### src/rtl/cfs_md_rx_arbiter_pkg.sv
// Shared types and width helpers for the MD_RX round-robin arbiter.
package cfs_md_rx_arb_pkg;

    // Arbiter FSM states.
    typedef enum logic [0:0] {
        ARB_IDLE = 1'b0,
        ARB_BUSY = 1'b1
    } arb_state_e;

    // Width of each per-requester statistics counter.
    localparam int CFS_ARB_CNT_W = 16;

    // Byte-offset field width for a given MD data width.
    function automatic int offset_w(input int data_width);
        return $clog2(data_width / 8);
    endfunction

    // Byte-count field width; one wider than the offset so a full word fits.
    function automatic int size_w(input int data_width);
        return $clog2(data_width / 8) + 1;
    endfunction

endpackage

### src/rtl/cfs_md_rx_arbiter_if.sv
// Bundle of the upstream requester lanes and the downstream aligner MD_RX port.
// slave  : the arbiter's view (consumes requests, drives the aligner side).
// master : the environment's view (requesters plus aligner).
interface cfs_md_rx_arbiter_if #(
    parameter int NUM_REQ         = 4,
    parameter int ALGN_DATA_WIDTH = 32
);
    import cfs_md_rx_arb_pkg::*;

    localparam int OFFSET_W = offset_w(ALGN_DATA_WIDTH);
    localparam int SIZE_W   = size_w(ALGN_DATA_WIDTH);

    // Upstream requester lanes, requester i at slice i.
    logic [NUM_REQ-1:0]                 req_valid;
    logic [NUM_REQ*ALGN_DATA_WIDTH-1:0] req_data;
    logic [NUM_REQ*OFFSET_W-1:0]        req_offset;
    logic [NUM_REQ*SIZE_W-1:0]          req_size;
    logic [NUM_REQ-1:0]                 req_ready;
    logic [NUM_REQ-1:0]                 req_err;

    // Downstream single MD_RX port towards the aligner.
    logic                               md_rx_valid;
    logic [ALGN_DATA_WIDTH-1:0]         md_rx_data;
    logic [OFFSET_W-1:0]                md_rx_offset;
    logic [SIZE_W-1:0]                  md_rx_size;
    logic                               md_rx_ready;
    logic                               md_rx_err;

    modport slave (
        input  req_valid, req_data, req_offset, req_size,
        output req_ready, req_err,
        output md_rx_valid, md_rx_data, md_rx_offset, md_rx_size,
        input  md_rx_ready, md_rx_err
    );

    modport master (
        output req_valid, req_data, req_offset, req_size,
        input  req_ready, req_err,
        input  md_rx_valid, md_rx_data, md_rx_offset, md_rx_size,
        output md_rx_ready, md_rx_err
    );

endinterface

### src/rtl/cfs_md_rx_arbiter_rr_pick.sv
// Combinational round-robin picker: returns the first unmasked request found
// when searching last+1, last+2, ... (mod N).
module cfs_rr_pick #(
    parameter int N     = 4,
    parameter int IDX_W = (N > 1) ? $clog2(N) : 1
) (
    input  logic [N-1:0]     req_i,
    input  logic [N-1:0]     mask_i,
    input  logic [IDX_W-1:0] last_i,
    output logic [N-1:0]     gnt_o,
    output logic [IDX_W-1:0] idx_o,
    output logic             any_o
);

    logic [N-1:0] cand;

    assign cand = req_i & ~mask_i;

    // Walk the ring once starting just after last_i; first hit wins.
    always_comb begin
        int j;
        gnt_o = '0;
        idx_o = '0;
        any_o = 1'b0;
        for (int k = 1; k <= N; k++) begin
            j = int'(last_i) + k;
            if (j >= N) begin
                j = j - N;
            end
            if (!any_o && cand[j[IDX_W-1:0]]) begin
                any_o                = 1'b1;
                idx_o                = j[IDX_W-1:0];
                gnt_o[j[IDX_W-1:0]]  = 1'b1;
            end
        end
    end

endmodule

### src/rtl/cfs_md_rx_arbiter.sv
// Round-robin arbiter sharing the aligner's single MD_RX port among NUM_REQ
// upstream MD masters. The grant is registered; the granted lane's
// data/offset/size are muxed combinationally and ready/err are routed back
// only to the granted lane.
// Optional build macro: CFS_MD_RX_ARB_STATS_EN adds per-requester saturating
// completion (xfer_cnt) and error (err_cnt) counters.
module cfs_md_rx_arbiter
    import cfs_md_rx_arb_pkg::*;
#(
    parameter int NUM_REQ         = 4,
    parameter int ALGN_DATA_WIDTH = 32
) (
    input  logic                              clk,
    input  logic                              reset,
    cfs_md_rx_arbiter_if.slave                bus,
    output logic [NUM_REQ-1:0]                grant,
    output logic                              busy
`ifdef CFS_MD_RX_ARB_STATS_EN
    ,
    output logic [NUM_REQ*CFS_ARB_CNT_W-1:0]  xfer_cnt,
    output logic [NUM_REQ*CFS_ARB_CNT_W-1:0]  err_cnt
`endif
);

    localparam int OFFSET_W = offset_w(ALGN_DATA_WIDTH);
    localparam int SIZE_W   = size_w(ALGN_DATA_WIDTH);
    localparam int IDX_W    = $clog2(NUM_REQ);

    arb_state_e          state_q;
    logic [NUM_REQ-1:0]  grant_q;
    logic [IDX_W-1:0]    gidx_q;
    logic [IDX_W-1:0]    last_q;
    logic                busy_q;

    // Unpacked views of the requester lanes so the mux is a plain index.
    logic [ALGN_DATA_WIDTH-1:0] data_a   [NUM_REQ];
    logic [OFFSET_W-1:0]        offset_a [NUM_REQ];
    logic [SIZE_W-1:0]          size_a   [NUM_REQ];

    for (genvar gi = 0; gi < NUM_REQ; gi++) begin : g_unpack
        assign data_a[gi]   = bus.req_data[gi*ALGN_DATA_WIDTH +: ALGN_DATA_WIDTH];
        assign offset_a[gi] = bus.req_offset[gi*OFFSET_W +: OFFSET_W];
        assign size_a[gi]   = bus.req_size[gi*SIZE_W +: SIZE_W];
    end

    logic g_valid;
    logic complete;

    assign g_valid  = bus.req_valid[gidx_q];
    assign complete = busy_q & g_valid & bus.md_rx_ready;

    // IDLE-time arbitration: all requests eligible, search after last winner.
    logic [NUM_REQ-1:0] idle_gnt;
    logic [IDX_W-1:0]   idle_idx;
    logic               idle_any;

    cfs_rr_pick #(.N(NUM_REQ), .IDX_W(IDX_W)) u_pick_idle (
        .req_i  (bus.req_valid),
        .mask_i ({NUM_REQ{1'b0}}),
        .last_i (last_q),
        .gnt_o  (idle_gnt),
        .idx_o  (idle_idx),
        .any_o  (idle_any)
    );

    // Completion-time arbitration: current owner masked so a repeating
    // requester yields one idle cycle while a different one follows at once.
    logic [NUM_REQ-1:0] next_gnt;
    logic [IDX_W-1:0]   next_idx;
    logic               next_any;

    cfs_rr_pick #(.N(NUM_REQ), .IDX_W(IDX_W)) u_pick_next (
        .req_i  (bus.req_valid),
        .mask_i (grant_q),
        .last_i (gidx_q),
        .gnt_o  (next_gnt),
        .idx_o  (next_idx),
        .any_o  (next_any)
    );

    // Arbiter FSM with registered grant/busy outputs.
    always_ff @(posedge clk) begin
        if (reset) begin
            state_q <= ARB_IDLE;
            grant_q <= '0;
            gidx_q  <= '0;
            last_q  <= IDX_W'(NUM_REQ - 1);
            busy_q  <= 1'b0;
        end else begin
            case (state_q)
                ARB_IDLE: begin
                    if (idle_any) begin
                        state_q <= ARB_BUSY;
                        grant_q <= idle_gnt;
                        gidx_q  <= idle_idx;
                        busy_q  <= 1'b1;
                    end
                end
                ARB_BUSY: begin
                    if (complete) begin
                        last_q <= gidx_q;
                        if (next_any) begin
                            grant_q <= next_gnt;
                            gidx_q  <= next_idx;
                        end else begin
                            state_q <= ARB_IDLE;
                            grant_q <= '0;
                            busy_q  <= 1'b0;
                        end
                    end else if (!g_valid) begin
                        // Owner withdrew without completing: abandon silently.
                        state_q <= ARB_IDLE;
                        grant_q <= '0;
                        busy_q  <= 1'b0;
                    end
                end
                default: begin
                    state_q <= ARB_IDLE;
                    grant_q <= '0;
                    busy_q  <= 1'b0;
                end
            endcase
        end
    end

    assign grant = grant_q;
    assign busy  = busy_q;

    assign bus.md_rx_valid  = busy_q & g_valid;
    assign bus.md_rx_data   = busy_q ? data_a[gidx_q]   : '0;
    assign bus.md_rx_offset = busy_q ? offset_a[gidx_q] : '0;
    assign bus.md_rx_size   = busy_q ? size_a[gidx_q]   : '0;

    assign bus.req_ready = complete ? grant_q : '0;
    assign bus.req_err   = (complete && bus.md_rx_err) ? grant_q : '0;

`ifdef CFS_MD_RX_ARB_STATS_EN
    for (genvar gi = 0; gi < NUM_REQ; gi++) begin : g_stats
        logic [CFS_ARB_CNT_W-1:0] xfer_q, xfer_d;
        logic [CFS_ARB_CNT_W-1:0] err_q, err_d;
        logic                     hit;

        assign hit = complete & grant_q[gi];

        // Saturating increments on this lane's completions.
        always_comb begin
            xfer_d = xfer_q;
            err_d  = err_q;
            if (hit && (xfer_q != '1)) begin
                xfer_d = xfer_q + 1'b1;
            end
            if (hit && bus.md_rx_err && (err_q != '1)) begin
                err_d = err_q + 1'b1;
            end
        end

        // Counter registers, cleared by reset.
        always_ff @(posedge clk) begin
            if (reset) begin
                xfer_q <= '0;
                err_q  <= '0;
            end else begin
                xfer_q <= xfer_d;
                err_q  <= err_d;
            end
        end

        assign xfer_cnt[gi*CFS_ARB_CNT_W +: CFS_ARB_CNT_W] = xfer_q;
        assign err_cnt[gi*CFS_ARB_CNT_W +: CFS_ARB_CNT_W]  = err_q;
    end
`endif

endmodule

### src/flat_wrapper.sv
// flat-port wrapper written by rule: the top's interface ports become plain ports
module cfs_md_rx_arbiter_flat import cfs_md_rx_arb_pkg::*;
#(
    parameter int NUM_REQ         = 4,
    parameter int ALGN_DATA_WIDTH = 32
)
  (clk, reset, grant, busy, bus_req_valid, bus_req_data, bus_req_offset, bus_req_size, bus_req_ready, bus_req_err, bus_md_rx_valid, bus_md_rx_data, bus_md_rx_offset, bus_md_rx_size, bus_md_rx_ready, bus_md_rx_err);
  cfs_md_rx_arbiter_if #(.NUM_REQ(NUM_REQ), .ALGN_DATA_WIDTH(ALGN_DATA_WIDTH)) bus_i ();
  input  logic clk;
  input  logic reset;
  output logic [NUM_REQ-1:0] grant;
  output logic busy;
  input wire logic [$bits(bus_i.req_valid)-1:0] bus_req_valid;
  input wire logic [$bits(bus_i.req_data)-1:0] bus_req_data;
  input wire logic [$bits(bus_i.req_offset)-1:0] bus_req_offset;
  input wire logic [$bits(bus_i.req_size)-1:0] bus_req_size;
  output wire logic [$bits(bus_i.req_ready)-1:0] bus_req_ready;
  output wire logic [$bits(bus_i.req_err)-1:0] bus_req_err;
  output wire logic [$bits(bus_i.md_rx_valid)-1:0] bus_md_rx_valid;
  output wire logic [$bits(bus_i.md_rx_data)-1:0] bus_md_rx_data;
  output wire logic [$bits(bus_i.md_rx_offset)-1:0] bus_md_rx_offset;
  output wire logic [$bits(bus_i.md_rx_size)-1:0] bus_md_rx_size;
  input wire logic [$bits(bus_i.md_rx_ready)-1:0] bus_md_rx_ready;
  input wire logic [$bits(bus_i.md_rx_err)-1:0] bus_md_rx_err;
  assign bus_i.req_valid = bus_req_valid;
  assign bus_i.req_data = bus_req_data;
  assign bus_i.req_offset = bus_req_offset;
  assign bus_i.req_size = bus_req_size;
  assign bus_req_ready = bus_i.req_ready;
  assign bus_req_err = bus_i.req_err;
  assign bus_md_rx_valid = bus_i.md_rx_valid;
  assign bus_md_rx_data = bus_i.md_rx_data;
  assign bus_md_rx_offset = bus_i.md_rx_offset;
  assign bus_md_rx_size = bus_i.md_rx_size;
  assign bus_i.md_rx_ready = bus_md_rx_ready;
  assign bus_i.md_rx_err = bus_md_rx_err;
  cfs_md_rx_arbiter #(.NUM_REQ(NUM_REQ), .ALGN_DATA_WIDTH(ALGN_DATA_WIDTH)) u_core (.clk(clk), .reset(reset), .bus(bus_i), .grant(grant), .busy(busy));
endmodule
### config.mk
export PLATFORM = sky130hd
export DESIGN_NAME = cfs_md_rx_arbiter_flat
export DESIGN_NICKNAME = d
export VERILOG_FILES = /design/src/rtl/cfs_md_rx_arbiter_pkg.sv /design/src/rtl/cfs_md_rx_arbiter_if.sv /design/src/rtl/cfs_md_rx_arbiter_rr_pick.sv /design/src/rtl/cfs_md_rx_arbiter.sv /design/src/flat_wrapper.sv
export SDC_FILE = /design/constraint.sdc
export NUM_CORES = 1
export LEC_CHECK = 0
export CORE_MARGIN = 2
export CORE_UTILIZATION = 38
export CTS_CLUSTER_SIZE = 24
export DETAILED_ROUTE_END_ITERATION = 7
export PLACE_DENSITY = 0.95
export SLEW_MARGIN = 15
export SYNTH_ARGS = -nofsm -noshare
export SYNTH_HDL_FRONTEND = slang
export SYNTH_SLANG_ARGS = --single-unit
### constraint.sdc
create_clock -name clk -period 5.8 [get_ports clk]
set_input_delay 0.87 -clock clk [delete_from_list [all_inputs] [get_ports clk]]
set_output_delay 0.87 -clock clk [all_outputs]
set_load 0.02 [all_outputs]
# Word-level counts from Yosys, hierarchy flattened
# Cells that the tools add are included.
word_totals:
  regBits: 10
  word_cells: 188
  inputBits: 156
  output_inout_bits: 51
classes:
  addsub: 16
  n_reduce_logical: 25
  mux: 99
  bitwise: 12
  order_cmp: 26
  n_eq_ne: 5
ops:
  columns: ["op", "n"]
  rows:
  - ["$mux W32", 3]
  - ["$bmux W32 S2", 1]
  - ["$mux W4", 14]
  - ["$mux W2", 22]
  - ["$mux W1", 33]
  - ["$lt A2 B3 Y1 const B", 9]
  - ["$or A4 B4 Y4", 6]
  - ["$ge A3 B3 Y1 const B", 7]
  - ["$bmux W1 S2", 9]
  - ["$demux W1 S2", 8]
  - ["$ge A2 B1 Y1 const B", 8]
  - ["$sub A2 B1 Y2 const B", 8]
  - ["$logic_and A1 B1 Y1", 15]
  - ["$add A2 B2 Y3 const B", 4]
  - ["$mux W3", 3]
  - ["$add A2 B3 Y4 const B", 2]
  - ["$ge A4 B3 Y1 const B", 2]
  - ["$pmux W4 S2", 1]
  - ["$add A2 B1 Y3 const B", 2]
  - ["$bmux W3 S2", 1]
  - ["$logic_not A1 Y1", 6]
  - ["$ne A3 B3 Y1 const B", 2]
  - ["$reduce_and A3 Y1", 2]
  - ["$and A4 B4 Y4", 1]
  - ["other kinds (10)", 14]

# Longest topological paths before layout
# Gate-level depths: netlist of run 1.
logic_depth:
  word_depth: 18
  mapped_depth: 11

# Hierarchy
# Synthesis of run 1 repeated with hierarchy kept, for this count alone.
unflattened:
  cells_unflattened: 308
  hier_area_um2: 2836.5
by_module_without_submodules:
  columns: ["module", "cells_per_inst", "instances", "area_per_inst_um2", "seq_area_each_um2"]
  rows:
  - ["cfs_md_rx_arbiter", 154, 1, 1697.9, 200.2]
  - ["cfs_rr_pick", 77, 2, 569.3, 0.0]

# Worst setup path before layout of run 1
# Ideal clock, no wire load.
synth_path:
  kind: "input-to-output"
  startpoint: "in bus_req_valid[1]"
  endpoint: "out bus_req_err[0]"
  n_path_buf: 2
  slack_ns: 2.820
  stages: 5
  required_ns: 4.930
  arrival_time_ns: 2.110
  path_cell_list: "buf_6 > mux4_2 > and3_1 > clkbuf_1 > and3_1"
synth_via:
  elab_chain_len: 6
synth_lines:
  columns: ["item", "line", "source"]
  rows:
  - ["start, declared", "flat_wrapper.sv:13", "input wire logic [$bits(bus_i.req_valid)-1:0] bus_req_valid;"]
  - ["$bmux W1 S2", "cfs_md_rx_arbiter.sv:49", "assign g_valid = bus.req_valid[gidx_q];"]
  - ["$mux W1 (not written as such)", "cfs_md_rx_arbiter.sv:49", null]
  - ["$and A1 B1 Y1 (2 in series)", "cfs_md_rx_arbiter.sv:50", "assign complete = busy_q & g_valid & bus.md_rx_ready;"]
  - ["$logic_and A1 B1 Y1", "cfs_md_rx_arbiter.sv:135", "assign bus.req_err = (complete && bus.md_rx_err) ? grant_q : '0;"]
  - ["$mux W4", "cfs_md_rx_arbiter.sv:135", null]
  - ["end, declared", "flat_wrapper.sv:18", "output wire logic [$bits(bus_i.req_err)-1:0] bus_req_err;"]
# Every way passes these cells. The select of a mux whose other input is x is not followed.

# Worst setup path in the final report of run 1
# Ends and elaborated chain as after synthesis.

==> results of run 1 <==
cells by family after synthesis:
group | after synthesis
AOI/OAI and AO/OA | 55
muxes | 52
adders and majority gates | 16
and+or+nand+nor | 111
DFF | 10
buffers and inverters | 30
worst register-to-register path, cell delays in order, from the launching register on:
cell     delay [ns]
dfxtp_4        0.91
inv_1          0.40
ha_1           0.50
and4b_1        0.27
or4_1          0.65
and2_1         0.22
o21ai_0        0.21
a31oi_1        0.12
cell usage in the layout (no fill, tap or decap), types with 5 or more instances in the layout:
cell type          n
nand2_1            6
and2_1            47
nor3b_1            5
a31oi_1            6
dfxtp_1            8
mux4_2            45
a211o_1            5
nor2_1            11
inv_1              6
and3_1             5
nor2b_1            9
clkdlybuf4s50_1  206
ha_1              16
o21ai_0            8
a21oi_1           10
metal layers:
layer	wire length (um)	share of wire (%)	vias up	global-route usage, %
met5	13	0.12	-	0
met4	102	0.92	2	5.10
met3	1210	11	13	6.06
met2	5750	52	209	47.2
met1	4060	36	1473	32.9
li1	-	-	1460	-
where the power goes:
group / total (uW) / switching, uW / internal [uW] / leakage [uW]
clock: 90.8 / 30.9 / 59.9 / 0.0000288
combinational: 549 / 231 / 319 / 0.00164
sequential: 119 / 40.5 / 78.5 / 0.0000837
total: 759 / 302 / 457 / 0.00176
worst max-delay path by stage:
stage                           startpoint             end  slack [ns]
after floorplan           bus_req_valid[1]  bus_req_err[0]        2.82
after detailed placement  bus_req_valid[1]  bus_req_err[0]        1.81
after global placement    bus_req_valid[1]  bus_req_err[2]        1.86
after CTS                 bus_req_valid[1]  bus_req_err[0]        1.79
after global routing      bus_req_valid[1]  bus_req_err[2]        1.68
final                     bus_req_valid[1]  bus_req_err[0]        1.78
per-stage QoR:
| stage | cells | setup WS (ns) | hold slack, ns |
|---|---|---|---|
| 6_report | 558 | 1.78 | 0.613 |
| 5_1_grt | 558 | 1.68 | 0.664 |
| 4_1_cts | 558 | 1.79 | 0.607 |
| 3_5_place_dp | 554 | 1.81 | 0.599 |
| 3_3_place_gp | 554 | 1.86 | 0.589 |
| 2_1_floorplan | 274 | 2.82 | 0.600 |
flip-flops by register name (all words and copies together), names as in the netlist:
register and count:
u_core.busy 1, u_core.gidx_q 2, u_core.grant 4, u_core.last_q 2
u_core.state_q 1
layout make-up:
type / instances / area share, %
Multi-Input combinational cell: 234 / 48.8
Clock buffer: 4 / 1.14
Inverter: 6 / 0.465
Sequential cell: 10 / 4.23
Tap cell: 96 / 2.48
Timing Repair Buffer: 208 / 42.8
==> results_dict.tcl, run 1 <==
set metrics [dict create \
    cts_tree "yes" \
    multi_input_area_um2 2370 \
    start_util_pct 39.6 \
    seq_area_um2 205 \
    track_usage_pct 26.4 \
    synthAdderAreaFrac_pct 7.40 \
    end_kind "output pin" \
    synth.most_common_cell "and2_1" \
    hold_end "u_core.grant[1]" \
    drt_iter0_markers 300 \
    vias 3157 \
    h-tree-depth 1 \
    area_delta_synth_final_pct 79.1 \
    syn_area_um2 2710 \
    numPortBuffers 206 \
    core_area_um2 6830 \
    cp_slowest_cell "mux4_2" \
    rr_startpoint "u_core.gidx_q[0]" \
    nets 635 \
    arrival_ns 3.15 \
    clockBufferDepth 2 \
    r2r_setup_slack_ns 2.39 \
    clkLatencyLatePin_ns 0.25 \
    avgSynthCellArea_um2 9.88 \
    post_cts_resized 0 \
    synth_edf_count 0 \
    clk_pin_slew_ns 0.05 \
    synth_common_cells "47 x and2_1, 45 x mux4_2, 16 x ha_1" \
    synthCells 274 \
    synth_ff_type "dfxtp_1" \
    ys_warn_count 0 \
    die-height_um 88.4 \
    die_w_um 88.4 \
    drc_errors 0 \
    relSlewSlack_pct 41.9 \
    wl_um 11100 \
    post_cts_buffers 0 \
    ys_seq_elements 10 \
    netlist.area_leader.share_pct 37.4 \
    dieArea_um2 7810 \
    root_buffer "clkbuf_8" \
    placed_cell_area_um2 4790 \
    fin_crit_ns 4.02 \
    start_kind "input pin" \
    drtPass1Iterations 4 \
    hp-class "flop to flop" \
    synthMuxAreaShare_pct 40.2 \
    drive_gt1_share_pct 13.2 \
    synthDistinctLibCells 53 \
    yosys.area_share.simple_pct 25.5 \
    final_util_pct 71.0 \
    finalMaxSlewViolations 0 \
    final_area_um2 4850 \
    rows 30 \
    min_period_over_period_pct 69.3 \
    hold_depth 2 \
    cts_hold_buffers 0 \
    cts_buffers 3 \
    yosysSeqAreaShare_pct 7.40 \
    grt_pass1_wl_um 15800 \
    power_uw 759 \
    status "finished clean" \
    synth_nets 446 \
    clkSinkCount 10 \
    worst_slew_pin_slew_ns 0.871 \
    grt_setup_unrepaired "no" \
    synth_area_leaders "mux4_2 37%, and2_1 11%, dfxtp_1 7.4%" \
    post_drt_wl_per_cell_um 20.0 \
    synth_compound_area_share_pct 14.4 \
    antenna_found_initial 1 \
    power_density_nw_per_um2 157 \
    hold_viol 0 \
    cellLeakagePower_uw 0.00176 \
    critPathBufInv 2 \
    gp_congestion 0.890 \
    setup-tns-final_ns 0 \
    setup_viol 0 \
    yosys.area.top_type "mux4_2" \
    ir_drop_mv 0.112 \
    grt_max_degree 53 \
    cap_violations 0 \
    antenna_cells 0 \
    vias_per_cell 5.66 \
    grt_pass1_vias 3007 \
    crit_cells 5 \
    clock.fmax_mhz 249 \
    antenna_left 0 \
    grt-ovfl-total 0 \
    synth_xor_area_share_pct 0 \
    path_class "input pin to output pin" \
    worstPathCellList "clkdlybuf4s50_1 -> mux4_2 -> and3_1 -> and3_1 -> clkdlybuf4s50_1" \
    async_flop_share_pct 0 \
    slowest_delay_ns 0.61 \
    io_pins 207 \
    fillers 498 \
    crit_required_ns 4.93 \
    hold_path.startpoint "u_core.grant[1]" \
    place_hpwl_um 9040 \
    synth_top_family_by_area "multiplexers" \
    cp_top_family "buffers and inverters" \
    r2r_cells 7 \
    crit_fanout 11 \
    fin_skew_ns 0.00994 \
    r2r-end "u_core.grant[0]" \
]
(Power assumes the default switching activity.)
==> run 2: changes to the inputs <==
--- a/config.mk
+++ b/config.mk
@@ -6,10 +6,10 @@
 export NUM_CORES = 1
 export LEC_CHECK = 0
 export CORE_MARGIN = 2
-export CORE_UTILIZATION = 38
+export CORE_UTILIZATION = 35
 export CTS_CLUSTER_SIZE = 24
 export DETAILED_ROUTE_END_ITERATION = 7
-export PLACE_DENSITY = 0.95
+export PLACE_DENSITY = 0.94
 export SLEW_MARGIN = 15
 export SYNTH_ARGS = -nofsm -noshare
 export SYNTH_HDL_FRONTEND = slang
==> constraint.sdc (replaced) <==
create_clock -name clk -period 4.1 [get_ports clk]
set_input_delay 0.615 -clock clk [delete_from_list [all_inputs] [get_ports clk]]
set_output_delay 0.615 -clock clk [all_outputs]
set_load 0.02 [all_outputs]
==> run 2 against run 1 <==
  * Worst hold slack better by 0.0028 ns
  * Utilization shrank 6.8 points
  * Via count up 2.2%
  * Sequential power is 33% higher
  * Die area grew 8.2%
  * Count of clock-buffer cells in the layout did not move
  * Final cell count grew 1.6%
  * Critical path depth is the same
  * Critical path type unchanged
  * Critical endpoint is now bus_req_err[1]
  * Highest routed layer is now met4
==> results_dict.tcl, run 2 (synthesis gave the netlist of run 1 again) <==
set metrics [dict create \
    finalMaxSlewViolations 0 \
    post_cts_resized 0 \
    root_buffer "clkbuf_8" \
    r2r_setup_slack_ns 0.85 \
    drtPass1Iterations 6 \
    start_util_pct 35.6 \
    worst_slew_pin_slew_ns 0.676 \
    hold_viol 0 \
    ir_drop_mv 0.133 \
    grt_max_degree 45 \
    arrival_ns 2.89 \
    fin_skew_ns 0.00195 \
    rows 32 \
    r2r-end "u_core.grant[1]" \
    drc_errors 0 \
    die-height_um 91.9 \
    fillers 601 \
    crit_fanout 11 \
    area_delta_synth_final_pct 80.2 \
    largest_reg_flops 4 \
    fin_crit_ns 3.51 \
    final_cell_mix "206 x clkdlybuf4s50_1, 47 x and2_1, 45 x mux4_2, 16 x ha_1, 11 x nor2_1" \
    rr_startpoint "u_core.gidx_q[1]" \
    power_density_nw_per_um2 223 \
    antenna_cells 0 \
    mostFrequentLayoutCell "clkdlybuf4s50_1" \
    start_kind "input pin" \
    antenna_found_initial 0 \
    end_kind "output pin" \
    final_util_pct 64.1 \
    cellLeakagePower_uw 0.00177 \
    nets 638 \
    io_pins 207 \
    h-tree-depth 1 \
    wl_um 11600 \
    post_drt_wl_per_cell_um 20.4 \
    hold_depth 2 \
    post_cts_buffers 0 \
    cts_tree "yes" \
    grt-ovfl-total 0 \
    vias_per_cell 5.69 \
    cts_hold_buffers 0 \
    setup_viol 0 \
    clkSinkCount 10 \
    relSlewSlack_pct 54.5 \
    drive_gt1_share_pct 13.8 \
    multi_input_area_um2 2370 \
    dieArea_um2 8450 \
    hold_end "u_core.grant[3]" \
    gp_congestion 0.966 \
    clockBufferDepth 2 \
    clock.fmax_mhz 285 \
    antenna_left 0 \
    hp-class "flop to flop" \
    status "finished clean" \
    cts_buffers 3 \
    numPortBuffers 206 \
    cap_violations 0 \
    power_uw 1090 \
    track_usage_pct 26.6 \
    grt_setup_unrepaired "no" \
    clkLatencyLatePin_ns 0.24 \
    crit_required_ns 3.48 \
    drt_iter0_markers 184 \
    path_class "input pin to output pin" \
    place_hpwl_um 9590 \
    min_period_over_period_pct 85.6 \
    grt_pass1_vias 3306 \
    core_area_um2 7610 \
    vias 3226 \
    r2r_cells 8 \
    grt_pass1_wl_um 17600 \
    clk_pin_slew_ns 0.05 \
    setup-tns-final_ns 0 \
    seq_area_um2 205 \
    hold_path.startpoint "u_core.grant[3]" \
    die_w_um 91.9 \
]
## run 2: routing by layer
metal  global-route usage [%]  wire length [um]  vias to the layer above
li1                         -                 -                     1465
met1                     31.6              4150                     1523
met2                     47.8              5950                      208
met3                     6.00              1150                       30
met4                     8.08               325                        0
met5                        0                 0                        -
## run 2: cell type report
class                           instances  share of cell area (%)
Inverter                                6                   0.462
Clock buffer                            4                    1.13
Tap cell                              102                    2.62
Timing Repair Buffer                  211                    43.0
Sequential cell                        10                    4.21
Multi-Input combinational cell        234                    48.5
## run 2: critical path, cell delays in order
cell	delay [ns]
clkdlybuf4s50_1	0.55
mux4_2	0.60
and3_1	0.35
and3_1	0.24
clkdlybuf4s50_1	0.54
## run 2: worst max-delay path by stage
stage / end / depth (start not counted) / from
floorplan: u_core.grant[2] / 11 / u_core.last_q[0]
global placement: bus_req_err[3] / 5 / bus_req_valid[0]
detailed placement: bus_req_err[1] / 5 / bus_req_valid[3]
CTS: bus_req_err[1] / 5 / bus_req_valid[0]
global route: bus_req_err[0] / 5 / bus_req_valid[3]
finish: bus_req_err[1] / 5 / bus_req_valid[3]
## run 2: through the flow
stage,setup WS [ns],hold slack (ns),area [um2],instances
finish,0.590,0.616,4880,567
global route,0.475,0.671,4880,567
CTS,0.595,0.610,4880,567
detailed placement,0.583,0.603,4820,563
global placement,0.654,0.598,4820,563
floorplan,1.43,0.600,2710,274
## run 2: where the power goes
part / switching [uW] / internal, uW / total (uW)
clock network: 40.1 / 84.5 / 125
logic: 350 / 454 / 804
registers: 47.2 / 111 / 158
